<file path="config.mk">
export PLATFORM = sky130hd
export DESIGN_NAME = tdm_deserializer
export DESIGN_NICKNAME = d
export VERILOG_FILES = /design/src/rtl/tdm_deserializer.sv
export SDC_FILE = /design/constraint.sdc
export NUM_CORES = 1
export LEC_CHECK = 0
export ABC_AREA = 1
export BUFFER_PORTS_ARGS = -buffer_cell sky130_fd_sc_hd__buf_2
export CORE_UTILIZATION = 45
export CTS_BUF_LIST = sky130_fd_sc_hd__clkbuf_16
export DETAILED_ROUTE_END_ITERATION = 7
export GPL_TIMING_DRIVEN = 0
export MAX_ROUTING_LAYER = met4
export PLACE_DENSITY_LB_ADDON = 0.25
export SLEW_MARGIN = 20
export SYNTH_ARGS = -nofsm -noshare
export SYNTH_HDL_FRONTEND = slang
export SYNTH_SLANG_ARGS = --single-unit
export TNS_END_PERCENT = 10
</file>
<file path="constraint.sdc">
create_clock -name clk -period 1.86 [get_ports clk]
set_clock_uncertainty 0.05 [all_clocks]
set_input_delay 0.093 -clock clk [delete_from_list [all_inputs] [get_ports clk]]
set_output_delay 0.093 -clock clk [all_outputs]
set_load 0.005 [all_outputs]
</file>
<file path="src/rtl/tdm_deserializer.sv">
`default_nettype none
// ============================================================================
// Module      : tdm_deserializer
// Description : Receive side of a slotted TDM serial link. Locks to a frame
//               sync pulse and rebuilds the parallel word, one bit per slot.
// Revision    : 1.0  initial release
// ============================================================================
module tdm_deserializer #(
    parameter int SLOTS  = 4,
    parameter int SLOT_W = 2,
    parameter int CNT_W  = 8
) (
    input  logic              clk,
    input  logic              rst_n,
    input  logic              en,
    input  logic              sync,
    input  logic              data_in,
    output logic [SLOTS-1:0]  word_out,
    output logic              word_valid,
    output logic [SLOTS-1:0]  slot_onehot,
    output logic              locked,
    output logic [CNT_W-1:0]  frame_cnt,
    output logic              sync_err
);

    localparam logic [SLOT_W-1:0] c_slot_last = SLOT_W'(SLOTS - 1);

    typedef enum logic [0:0] {
        S_IDLE = 1'b0,
        S_RUN  = 1'b1
    } state_t;

    state_t             r_state;
    state_t             w_state_next;
    logic [SLOT_W-1:0]  r_slot;
    logic [SLOTS-1:0]   r_shadow;
    logic [SLOTS-1:0]   r_word;
    logic               r_valid;
    logic [CNT_W-1:0]   r_cnt;
    logic               r_err;

    logic               w_restart;
    logic               w_capture;
    logic               w_complete;
    logic               w_misalign;
    logic               w_locked;

    always_ff @(posedge clk or negedge rst_n) begin
        if (!rst_n) begin
            r_state <= S_IDLE;
        end else begin
            r_state <= w_state_next;
        end
    end

    // A restart begins a fresh frame at slot 0; a capture fills the current slot.
    always_comb begin
        w_state_next = r_state;
        w_restart    = 1'b0;
        w_capture    = 1'b0;
        w_complete   = 1'b0;
        w_misalign   = 1'b0;
        case (r_state)
            S_IDLE: begin
                if (en && sync) begin
                    w_restart    = 1'b1;
                    w_state_next = S_RUN;
                end
            end
            S_RUN: begin
                if (en) begin
                    if (sync && (r_slot != '0)) begin
                        w_restart  = 1'b1;
                        w_misalign = 1'b1;
                    end else begin
                        w_capture  = 1'b1;
                        w_complete = (r_slot == c_slot_last);
                    end
                end
            end
            default: begin
                w_state_next = S_IDLE;
            end
        endcase
    end

    always_ff @(posedge clk or negedge rst_n) begin
        if (!rst_n) begin
            r_slot   <= '0;
            r_shadow <= '0;
            r_word   <= '0;
            r_valid  <= 1'b0;
            r_cnt    <= '0;
            r_err    <= 1'b0;
        end else begin
            r_valid <= w_complete;
            if (w_restart) begin
                r_shadow[0] <= data_in;
                r_slot      <= SLOT_W'(1);
            end else if (w_capture) begin
                r_shadow[r_slot] <= data_in;
                r_slot           <= r_slot + SLOT_W'(1);
            end
            // The last bit bypasses the shadow so the word is ready one cycle earlier.
            if (w_complete) begin
                r_word <= {data_in, r_shadow[SLOTS-2:0]};
                r_cnt  <= r_cnt + CNT_W'(1);
            end
            if (w_misalign) begin
                r_err <= 1'b1;
            end
        end
    end

    assign w_locked = (r_state == S_RUN);

    for (genvar k = 0; k < SLOTS; k++) begin : g_onehot
        assign slot_onehot[k] = w_locked && (r_slot == SLOT_W'(k));
    end

    assign word_out   = r_word;
    assign word_valid = r_valid;
    assign locked     = w_locked;
    assign frame_cnt  = r_cnt;
    assign sync_err   = r_err;

endmodule
`default_nettype wire

</file>
==> flow_summary.toml, run 1 <==
[critical_path]
arrival_ps = 1600
crit_path_cell_trace = "inv_1, ha_1, inv_1, a21oi_2, nand2_2, o21ai_1, nand2_1"
start_kind = "flip-flop"
setup.worst_path.end_class = "flip-flop"
critPathMaxFanout = 10
worstPathBufferInverterCount = 2
reg2regPathDepth = 7
cp-endpoint = "frame_cnt[2]$_DFFE_PN0P_"
worst_ep_required_time_ps = 1950
critical-path-max-stage-delay_ps = 400
slack_of_the_worst_reg_to_reg_path_ps = 350
worst_r2r_endpoint = "frame_cnt[2]$_DFFE_PN0P_"
critical_path_cell_count = 7
worstSetupPathType = "flip-flop to flip-flop"
worst_r2r_startpoint = "r_slot[0]$_DFFE_PN0P_"
worst_setup_path_startpoint = "r_slot[0]$_DFFE_PN0P_"
critical_path.slowest_cell = "sky130_fd_sc_hd__dfrtp_1"
path_delay_family = "flip-flops"
cpMostUsedCell = "sky130_fd_sc_hd__inv_1"

[die]
effective_utilization_at_floorplan_pct = 49.4
die-area_um2 = 2410
core.rowCount = 16
ios = 24
die_width_um = 49.1
die_h_um = 49.1
core_area_um2 = 2020

[route]
vias_per_cell = 4.82
wl_um = 1860
num_vias = 858
detail_route.drc_violations = 0
antenna_violating_nets_post_route = 0
detail_route.wl_per_cell_um = 10.5
drt_first_pass_iters = 4
first_iter_violations = 18

[clock_network]
ctsHtreeMaxLevel = 1
worst_skew_pair_latency_ps = 250
cts_root_buffer = "sky130_fd_sc_hd__clkbuf_16"
cts_tree = "done"
clk_path_buf_depth = 2
cts-hold-fix-buffers = 1
cts-buffers-inserted = 3
post_cts.resized_instances = 0
post_cts.repair.setup_buffers = 0
cts_sinks = 20
clkTransAtPathRegs_ps = 50

[cells_and_area]
multi_input_gate_area_in_the_final_layout_um2 = 420
layout.nets = 163
final_layout_size_suffix_gt1_share_pct = 21.9
fillCellCount = 202
register_area_um2 = 500
antenna_cells_inserted = 0
area_growth_pct = 23.4
post_layout_nonfiller_instances = 178

[placement]
pre_cts_slack_ps = 357
buffer_ports.inserted = 23
gp_congestion = 0.830
dpl_hpwl_um = 1310
dp.cells = 174

[power]
p_sw_share_pct = 33.2
power_per_cell_area_nw_per_um2 = 1300
combPwrFrac_pct = 32.5
ir_drop_worst_case_vdd_mv = 0.674
p_int_w = 0.00108
clockPowerShare_pct = 26.7
seqPwrFrac_pct = 40.8
p_switching_w = 0.000534
cellLeakagePower_nw = 0.683

[logic_synthesis]
synth.lib_cells_used.distinct = 18
syn-num-nets = 134
post_synth.cell_area_avg_um2 = 8.06
syn-cell-area_um2 = 1000
seq_area_frac_synth_pct = 50.1
synthCells = 124
synth.yosys.warnings = 0
synth.ff_latch_count = 20

[grt]
grt_first_pass_wirelength_um = 3190
grt_use_total_pct = 18.1
first_global_vias = 783
grt.overflow.total = 0
grt_max_degree = 21
antenna_found_initial = 0

[hold_path]
min_from = "data_in"
timing.hold.worst.class = "primary input to flip-flop"
hold_path_depth = 3

[status]
outcome = "completed"

[timing]
layout_min_cycle_time_ps = 1510
finalHoldViolations = 0
finalMaxSlewViolations = 0
timing.fmax_mhz = 663
tightest_slew_ps = 454
rsz0062_at_grt = "false"
finalSetupViolCount = 0
slew-limit-headroom_pct = 69.8
fin_ws_ps = 351
finalSetupTns_ps = 0
final.period_utilization_pct = 81.1

[flow_run]
max_cap_viol_count = 0
==> layer usage <==
metal	vias to the layer above	track usage [%]	part of all wire, %
met4	0	8.82	2.1
met3	5	2.80	3.9
met5	-	-	0
met1	393	21.6	49
met2	24	29.7	45
li1	436	-	-
==> power groups by stage <==
stage,registers (W),clock network (W),logic (W)
3_3_place_gp,0.000654,0,0.000519
5_1_grt,0.000673,0.000467,0.000607
6_report,0.000656,0.000430,0.000523
3_5_place_dp,0.000658,0,0.000527
2_1_floorplan,0.000659,0,0.000326
4_1_cts,0.000654,0.000445,0.000533
==> layout make-up <==
cell class	count	area share [%]
Buffer	1	0.913
Timing Repair Buffer	24	10.1
Multi-Input combinational cell	85	34.1
Tap cell	27	2.74
Inverter	18	5.48
Sequential cell	20	40.6
Clock buffer	3	6.09
==> cell usage in the layout (no fill, tap or decap) <==
cell,count
sky130_fd_sc_hd__nor2_4,1
sky130_fd_sc_hd__nand3b_1,2
sky130_fd_sc_hd__clkbuf_16,3
sky130_fd_sc_hd__o21bai_1,1
sky130_fd_sc_hd__nor2_1,4
sky130_fd_sc_hd__inv_1,17
sky130_fd_sc_hd__nand2_1,52
sky130_fd_sc_hd__a21oi_2,1
sky130_fd_sc_hd__o21ai_1,1
sky130_fd_sc_hd__nand2_2,3
sky130_fd_sc_hd__inv_2,1
sky130_fd_sc_hd__buf_2,23
sky130_fd_sc_hd__xor2_1,1
sky130_fd_sc_hd__buf_6,1
sky130_fd_sc_hd__nor3_1,1
sky130_fd_sc_hd__o21ai_0,8
sky130_fd_sc_hd__nand3_1,4
sky130_fd_sc_hd__o211ai_1,1
sky130_fd_sc_hd__dlygate4sd3_1,1
sky130_fd_sc_hd__ha_1,5
sky130_fd_sc_hd__dfrtp_1,20
==> flip-flops by register name, indices dropped and copies added (netlist names) <==
signal and flops:
locked 1, word_valid 1, frame_cnt 8, sync_err 1, word_out 4, r_slot 2, r_shadow 3
==> logic make-up after synthesis <==
kind of cell    Yosys count  share of synthesized area [%]
fa+ha+maj                 5                           6.26
compound gates           12                           6.88
flops                    20                           50.1
simple gates             67                           28.0
buf+inv                  19                           7.88
xor+xnor                  1                          0.876
==> tightest hold or removal path, stage by stage <==
cell	delay, ps
sky130_fd_sc_hd__buf_2	90
sky130_fd_sc_hd__o21ai_0	70
sky130_fd_sc_hd__inv_1	50
==> worst min-delay path by stage <==
stage | endpoint | slack, ps
3_3_place_gp | frame_cnt[4]$_DFFE_PN0P_ | 10
5_1_grt | r_shadow[0]$_DFFE_PN0P_ | 70
2_1_floorplan | frame_cnt[0]$_DFFE_PN0P_ | -250
4_1_cts | r_shadow[0]$_DFFE_PN0P_ | 30
6_report | r_shadow[0]$_DFFE_PN0P_ | 30
3_5_place_dp | frame_cnt[5]$_DFFE_PN0P_ | 10
==> metrics by stage <==
step                area (µm²)  utilization, %  hold slack, ps  total power, W
floorplan                 1000               -            -253        0.000985
global placement          1150            56.8            12.1         0.00117
detailed placement        1150            56.8            14.8         0.00119
finish                    1230            61.0            32.7         0.00161
global route              1230            61.0            74.4         0.00175
CTS                       1230            61.0            29.4         0.00163
==> synth_stat cells (all sizes together) <==
library cell	count	area (µm²)
nand2	55	214
inv	18	67.6
o211ai	1	7.51
a21oi	1	8.76
o21ai	9	45.0
xor2	1	8.76
nor2	5	26.3
o21bai	1	7.51
nand3b	2	15.0
dfrtp	20	500
nor3	1	5.00
buf	1	11.3
nand3	4	20.0
ha	5	62.6
(Power assumes the default switching activity.)
==> inputs of run 2 (changes only) <==
- ABC_AREA: 1 -> 0
- clock period: 1.86 -> 1.28 ns (I/O delays scaled with it)
==> flow_summary.toml, run 2 <==
[cells_and_area]
finalCoreUtilization_pct = 65.6
area_growth_pct = 36.9
final_cell_mix = "23 x sky130_fd_sc_hd__buf_2, 20 x sky130_fd_sc_hd__dfrtp_1, 7 x sky130_fd_sc_hd__xnor2_1, 5 x sky130_fd_sc_hd__mux2_4"
final_layout_size_suffix_gt1_share_pct = 51.0
layout.nets = 113
antenna_cells_inserted = 0
fillCellCount = 169
layout_commonest_cell = "sky130_fd_sc_hd__buf_2"
largest_register_ffs = 8

[die]
die_width_um = 47.7
die-area_um2 = 2270
die_h_um = 47.7
core.rowCount = 16
ios = 24
core_area_um2 = 1960
effective_utilization_at_floorplan_pct = 47.9

[logic_synthesis]
synth.yosys.warnings = 0
synth.lib_cells_used.distinct = 20
synth_area_leaders = "sky130_fd_sc_hd__dfrtp_1 53%, sky130_fd_sc_hd__mux2_4 8.0%, sky130_fd_sc_hd__ha_1 6.7%"
synth-main-ff-cell = "sky130_fd_sc_hd__dfrtp_1"
leading_cell_type_by_number_of_instances_after_synthesis = "sky130_fd_sc_hd__dfrtp_1"
post_synth_most_frequent_cells = "20 x sky130_fd_sc_hd__dfrtp_1, 7 x sky130_fd_sc_hd__xnor2_1, 5 x sky130_fd_sc_hd__ha_1, 5 x sky130_fd_sc_hd__mux2_4"
post_synth.cell_area_avg_um2 = 13.4
syn-cell-area_um2 = 940
async_flop_share_pct = 100
seq_area_frac_synth_pct = 53.3
synth_edf_count = 0
syn-num-nets = 80
synthCells = 70
netlist.area_leader.share_pct = 53.3
synth_top_cell_by_area = "sky130_fd_sc_hd__dfrtp_1"
synth.ff_latch_count = 20

[grt]
grt.overflow.total = 0
grt_first_pass_wirelength_um = 2700
antenna_found_initial = 0
grt_use_total_pct = 18.0
first_global_vias = 572
grt_max_degree = 21

[critical_path]
path_delay_family = "simple AND/OR/NAND/NOR gates"
crit_path_cell_trace = "inv_2, ha_4, and2b_4, nor2_8, nand2_8, mux2_4"
arrival_ps = 1660
critical-path-max-stage-delay_ps = 410
worst_ep_required_time_ps = 1360
critical_path.slowest_cell = "sky130_fd_sc_hd__dfrtp_1"
slack_of_the_worst_reg_to_reg_path_ps = -300
critPathMaxFanout = 7
start_kind = "flip-flop"
worst_r2r_startpoint = "r_slot[0]$_DFFE_PN0P_"
setup.worst_path.end_class = "flip-flop"
worstSetupPathType = "flip-flop to flip-flop"
worstPathBufferInverterCount = 1
worst_r2r_endpoint = "word_out[3]$_DFFE_PN0P_"
reg2regPathDepth = 6

[timing]
tightest_slew_ps = 437
rsz0062_at_grt = "true"
finalMaxSlewViolations = 0
layout_min_cycle_time_ps = 1580
slew-limit-headroom_pct = 70.9
timing.fmax_mhz = 633
final.period_utilization_pct = 123
fin_hold_ws_ps = 25.4
fin_ws_ps = -299
finalSetupViolCount = 22
finalHoldViolations = 0

[route]
detail_route.wl_per_cell_um = 14.0
antenna_violating_nets_post_route = 0
first_iter_violations = 2
detail_route.drc_violations = 0
drt_first_pass_iters = 3
vias_per_cell = 4.84
wl_um = 1800
num_vias = 625

[clock_network]
cts_root_buffer = "sky130_fd_sc_hd__clkbuf_16"
cts_tree = "done"
cts_sinks = 20
ctsHtreeMaxLevel = 1
clk_path_buf_depth = 2
clkTransAtPathRegs_ps = 60
cts-buffers-inserted = 3
worst_skew_pair_latency_ps = 250

[hold_path]
holdPathEnd = "locked$_DFF_PN0_"
min_from = "sync"
timing.hold.worst.class = "primary input to flip-flop"
hold_path_depth = 2

[placement]
buffer_ports.inserted = 23
gp_congestion = 0.727
dpl_hpwl_um = 1110

[status]
violations = "negative setup slack"
outcome = "finished with violations"

[power]
power_per_cell_area_nw_per_um2 = 2190
cellLeakagePower_nw = 0.624
ir_drop_worst_case_vdd_mv = 0.979

[flow_run]
max_cap_viol_count = 0
[run 2: cell count changes after synthesis, moves of 4 or more]
cell,change
sky130_fd_sc_hd__nor2_1,-4
sky130_fd_sc_hd__inv_1,-14
sky130_fd_sc_hd__nand2_1,-48
sky130_fd_sc_hd__o21ai_0,-4
sky130_fd_sc_hd__and2_1,+4
sky130_fd_sc_hd__mux2_4,+5
sky130_fd_sc_hd__xnor2_1,+7
[run 2: worst register-to-register path, cell delays in order (launching register included)]
cell	delay, ps
sky130_fd_sc_hd__dfrtp_1	410
sky130_fd_sc_hd__inv_2	80
sky130_fd_sc_hd__ha_4	160
sky130_fd_sc_hd__and2b_4	310
sky130_fd_sc_hd__nor2_8	60
sky130_fd_sc_hd__nand2_8	100
sky130_fd_sc_hd__mux2_4	300
[run 2: through the flow]
step                      std cells  instance area, µm²  power (W)  setup TNS, ps  worst slack, ps
final                           129                1290    0.00282          -4300             -299
after global routing            129                1290    0.00298          -5800             -353
after CTS                       129                1290    0.00278          -4150             -299
after detailed placement        120                1090    0.00174          -4870             -362
after global placement          120                1090    0.00171          -4580             -337
after floorplan                  70                 942    0.00146          -2930             -243
[run 2: how the worst max path moves through the flow]
| stage | slack, ps | cells past startpoint | start | to |
|---|---|---|---|---|
| after global routing | -350 | 6 | r_slot[0]$_DFFE_PN0P_ | word_out[1]$_DFFE_PN0P_ |
| after detailed placement | -360 | 6 | r_slot[0]$_DFFE_PN0P_ | word_out[3]$_DFFE_PN0P_ |
| final | -300 | 6 | r_slot[0]$_DFFE_PN0P_ | word_out[3]$_DFFE_PN0P_ |
| after CTS | -300 | 6 | r_slot[0]$_DFFE_PN0P_ | word_out[3]$_DFFE_PN0P_ |
| after global placement | -340 | 6 | r_slot[0]$_DFFE_PN0P_ | word_out[2]$_DFFE_PN0P_ |
| after floorplan | -240 | 6 | r_slot[0]$_DFFE_PN0P_ | frame_cnt[1]$_DFFE_PN0P_ |
[run 2: report_power, final]
part           internal (W)  total [W]  switching, W
Combinational      0.000557   0.000996      0.000439
Clock              0.000620   0.000846      0.000227
Sequential         0.000823   0.000975      0.000153
[run 2: kinds of logic after synthesis]
kind of cell,synth area share [%]
AOI/OAI and AO/OA,4.79
xor gates and xnor gates,6.52
adders and majority gates,6.66
buffers and inverters,1.20
DFF,53.3
muxes,11.6
and+or+nand+nor,16.0
[run 2: timing repair]
| action | in CTS | in global routing |
|---|---|---|
| gates resized for setup | 11 | 0 |
| buffers inserted | 4 | 0 |
| hold buffers | 1 | 0 |
| endpoints found under the setup margin | 23 | 23 |
| hold endpoints to repair | 20 | 0 |
| pin swaps | 6 | 3 |
[run 2: routing by layer]
layer / track usage, % / vias up / wire [µm]
met2: 29.2 / 14 / 894
li1: - / 305 / -
met4: 5.00 / 0 / 0
met3: 2.26 / 0 / 58
met1: 23.6 / 306 / 849
met5: - / - / 0
[run 2: cell type report]
type,instances,area (µm²),area share (%)
Timing Repair Buffer,28,155,12.1
Inverter,3,11.3,0.875
Tap cell,27,33.8,2.63
Clock inverter,1,30.0,2.33
Sequential cell,20,500,38.9
Clock buffer,3,75.1,5.84
Multi-Input combinational cell,47,480,37.4
==> inputs of run 3 (changes only) <==
- CELL_PAD_IN_SITES_DETAIL_PLACEMENT: default -> 1
- CELL_PAD_IN_SITES_GLOBAL_PLACEMENT: default -> 1
- CORE_UTILIZATION: 45 -> 36
==> flow_summary.toml, run 3 (same netlist as run 2, synthesis figures left out) <==
[status]
outcome = "finished with violations"
violations = "negative setup slack"

[die]
core.rowCount = 18
core_area_um2 = 2480
die_h_um = 53.1
effective_utilization_at_floorplan_pct = 37.9
ios = 24
die_width_um = 53.1
die-area_um2 = 2820

[cells_and_area]
post_layout_nonfiller_instances = 140
antenna_cells_inserted = 0
layout.nets = 121
layout_commonest_cell = "sky130_fd_sc_hd__buf_2"
register_area_um2 = 503
final_layout_size_suffix_gt1_share_pct = 57.3
largest_register_ffs = 8
final_cell_mix = "22 x sky130_fd_sc_hd__buf_2, 18 x sky130_fd_sc_hd__dfrtp_1, 12 x sky130_fd_sc_hd__buf_4, 7 x sky130_fd_sc_hd__xnor2_1, 5 x sky130_fd_sc_hd__mux2_4"
multi_input_gate_area_in_the_final_layout_um2 = 484
fillCellCount = 263
area_growth_pct = 45.0

[placement]
buffer_ports.inserted = 23
gp_congestion = 0.745
dp.cells = 123
dpl_hpwl_um = 1280

[timing]
finalMaxSlewViolations = 0
finalSetupViolCount = 23
slew-limit-headroom_pct = 68.8
final.period_utilization_pct = 124
timing.fmax_mhz = 632
fin_ws_ps = -301
tightest_slew_ps = 468
rsz0062_at_grt = "true"
finalHoldViolations = 0
layout_min_cycle_time_ps = 1580

[critical_path]
worstPathBufferInverterCount = 1
crit_path_cell_trace = "inv_2, ha_4, and2b_4, nor2_8, nand2_8, mux2_4"
critPathMaxFanout = 7
worst_ep_required_time_ps = 1360
path_delay_family = "simple AND/OR/NAND/NOR gates"
critical_path.slowest_cell = "sky130_fd_sc_hd__dfrtp_2"
critical-path-max-stage-delay_ps = 420
setup.worst_path.end_class = "flip-flop"
worstSetupPathType = "flip-flop to flip-flop"
arrival_ps = 1660
start_kind = "flip-flop"

[clock_network]
cts_tree = "done"
clk_path_buf_depth = 2
cts_sinks = 20
ctsHtreeMaxLevel = 1
cts_root_buffer = "sky130_fd_sc_hd__clkbuf_16"
clkTransAtPathRegs_ps = 60
worst_skew_pair_latency_ps = 250
cts-buffers-inserted = 3

[grt]
first_global_vias = 670
grt_use_total_pct = 18.5
grt.overflow.total = 0
grt_first_pass_wirelength_um = 3430
grt_max_degree = 21
antenna_found_initial = 0

[power]
p_int_w = 0.00214
combPwrFrac_pct = 38.9
seqPwrFrac_pct = 32.8
power_per_cell_area_nw_per_um2 = 2210
p_sw_share_pct = 29.0
cellLeakagePower_nw = 0.666
ir_drop_worst_case_vdd_mv = 0.986
clockPowerShare_pct = 28.2
power_w = 0.00302
p_switching_w = 0.000874

[route]
first_iter_violations = 1
drt_first_pass_iters = 2
antenna_violating_nets_post_route = 0
detail_route.drc_violations = 0
num_vias = 681
wl_um = 2200
vias_per_cell = 4.86
detail_route.wl_per_cell_um = 15.7

[hold_path]
timing.hold.worst.class = "primary input to flip-flop"

[flow_run]
max_cap_viol_count = 0
## run 3: path summary, 6_finish.rpt
path / from / depth (start not counted) / slack [ps] / to
min in group asynchronous: rst_n / 2 / 250 / frame_cnt[2]$_DFFE_PN0P_
hold reg to reg: frame_cnt[7]$_DFFE_PN0P_ / 1 / 430 / frame_cnt[7]$_DFFE_PN0P_
setup reg to reg: r_slot[1]$_DFFE_PN0P_ / 6 / -300 / word_out[0]$_DFFE_PN0P_
max in group asynchronous: rst_n / 2 / 580 / r_slot[0]$_DFFE_PN0P_
setup / recovery: r_slot[1]$_DFFE_PN0P_ / 6 / -300 / word_out[0]$_DFFE_PN0P_
hold / removal: sync / 2 / 30 / locked$_DFF_PN0_
## run 3: area by class of cell
type                            count  share of cell area, %
Timing Repair Buffer               36                   16.3
Tap cell                           30                   2.75
Clock inverter                      1                   2.20
Inverter                            3                  0.826
Sequential cell                    20                   36.9
Clock buffer                        3                   5.51
Multi-Input combinational cell     47                   35.5
## run 3: timing repair
| action | in CTS | in global routing |
|---|---|---|
| gates resized for setup | 12 | 5 |
| hold endpoints to repair | 20 | 0 |
| hold buffers | 1 | 0 |
| setup endpoints to repair | 23 | 23 |
| pin swaps | 7 | 1 |
| buffers inserted | 10 | 2 |
## run 3: per-layer routing
layer / GRT usage [%] / routed length, µm / up-vias
li1: - / - / 322
met1: 24.0 / 1010 / 340
met2: 27.6 / 1080 / 15
met3: 3.45 / 68 / 4
met4: 9.21 / 32 / 0
met5: - / 0 / -
## run 3: power groups by stage
stage	logic (W)	clock network (W)	registers [W]
2_1_floorplan	0.000489	0	0.000969
3_3_place_gp	0.000750	0	0.000976
3_5_place_dp	0.000769	0	0.000990
4_1_cts	0.00102	0.000863	0.000988
5_1_grt	0.00130	0.000894	0.00102
6_report	0.00118	0.000851	0.000991
## run 3: worst register-to-register path, stage by stage, from the launching register on
cell and delay (ps):
sky130_fd_sc_hd__dfrtp_2 420, sky130_fd_sc_hd__inv_2 90, sky130_fd_sc_hd__ha_4 130, sky130_fd_sc_hd__and2b_4 210
sky130_fd_sc_hd__nor2_8 150, sky130_fd_sc_hd__nand2_8 100, sky130_fd_sc_hd__mux2_4 310
## run 3: stage by stage
stage	area [µm²]	hold WS [ps]	TNS [ps]	util [%]	setup WS, ps
after floorplan	942	-282	-2930	-	-243
after global placement	1090	-9.10	-4610	44.2	-341
after detailed placement	1090	-11.4	-4960	44.2	-356
after CTS	1330	21.9	-4390	53.5	-308
after global routing	1360	34.8	-5760	55.0	-351
final	1360	31.9	-4550	55.0	-301
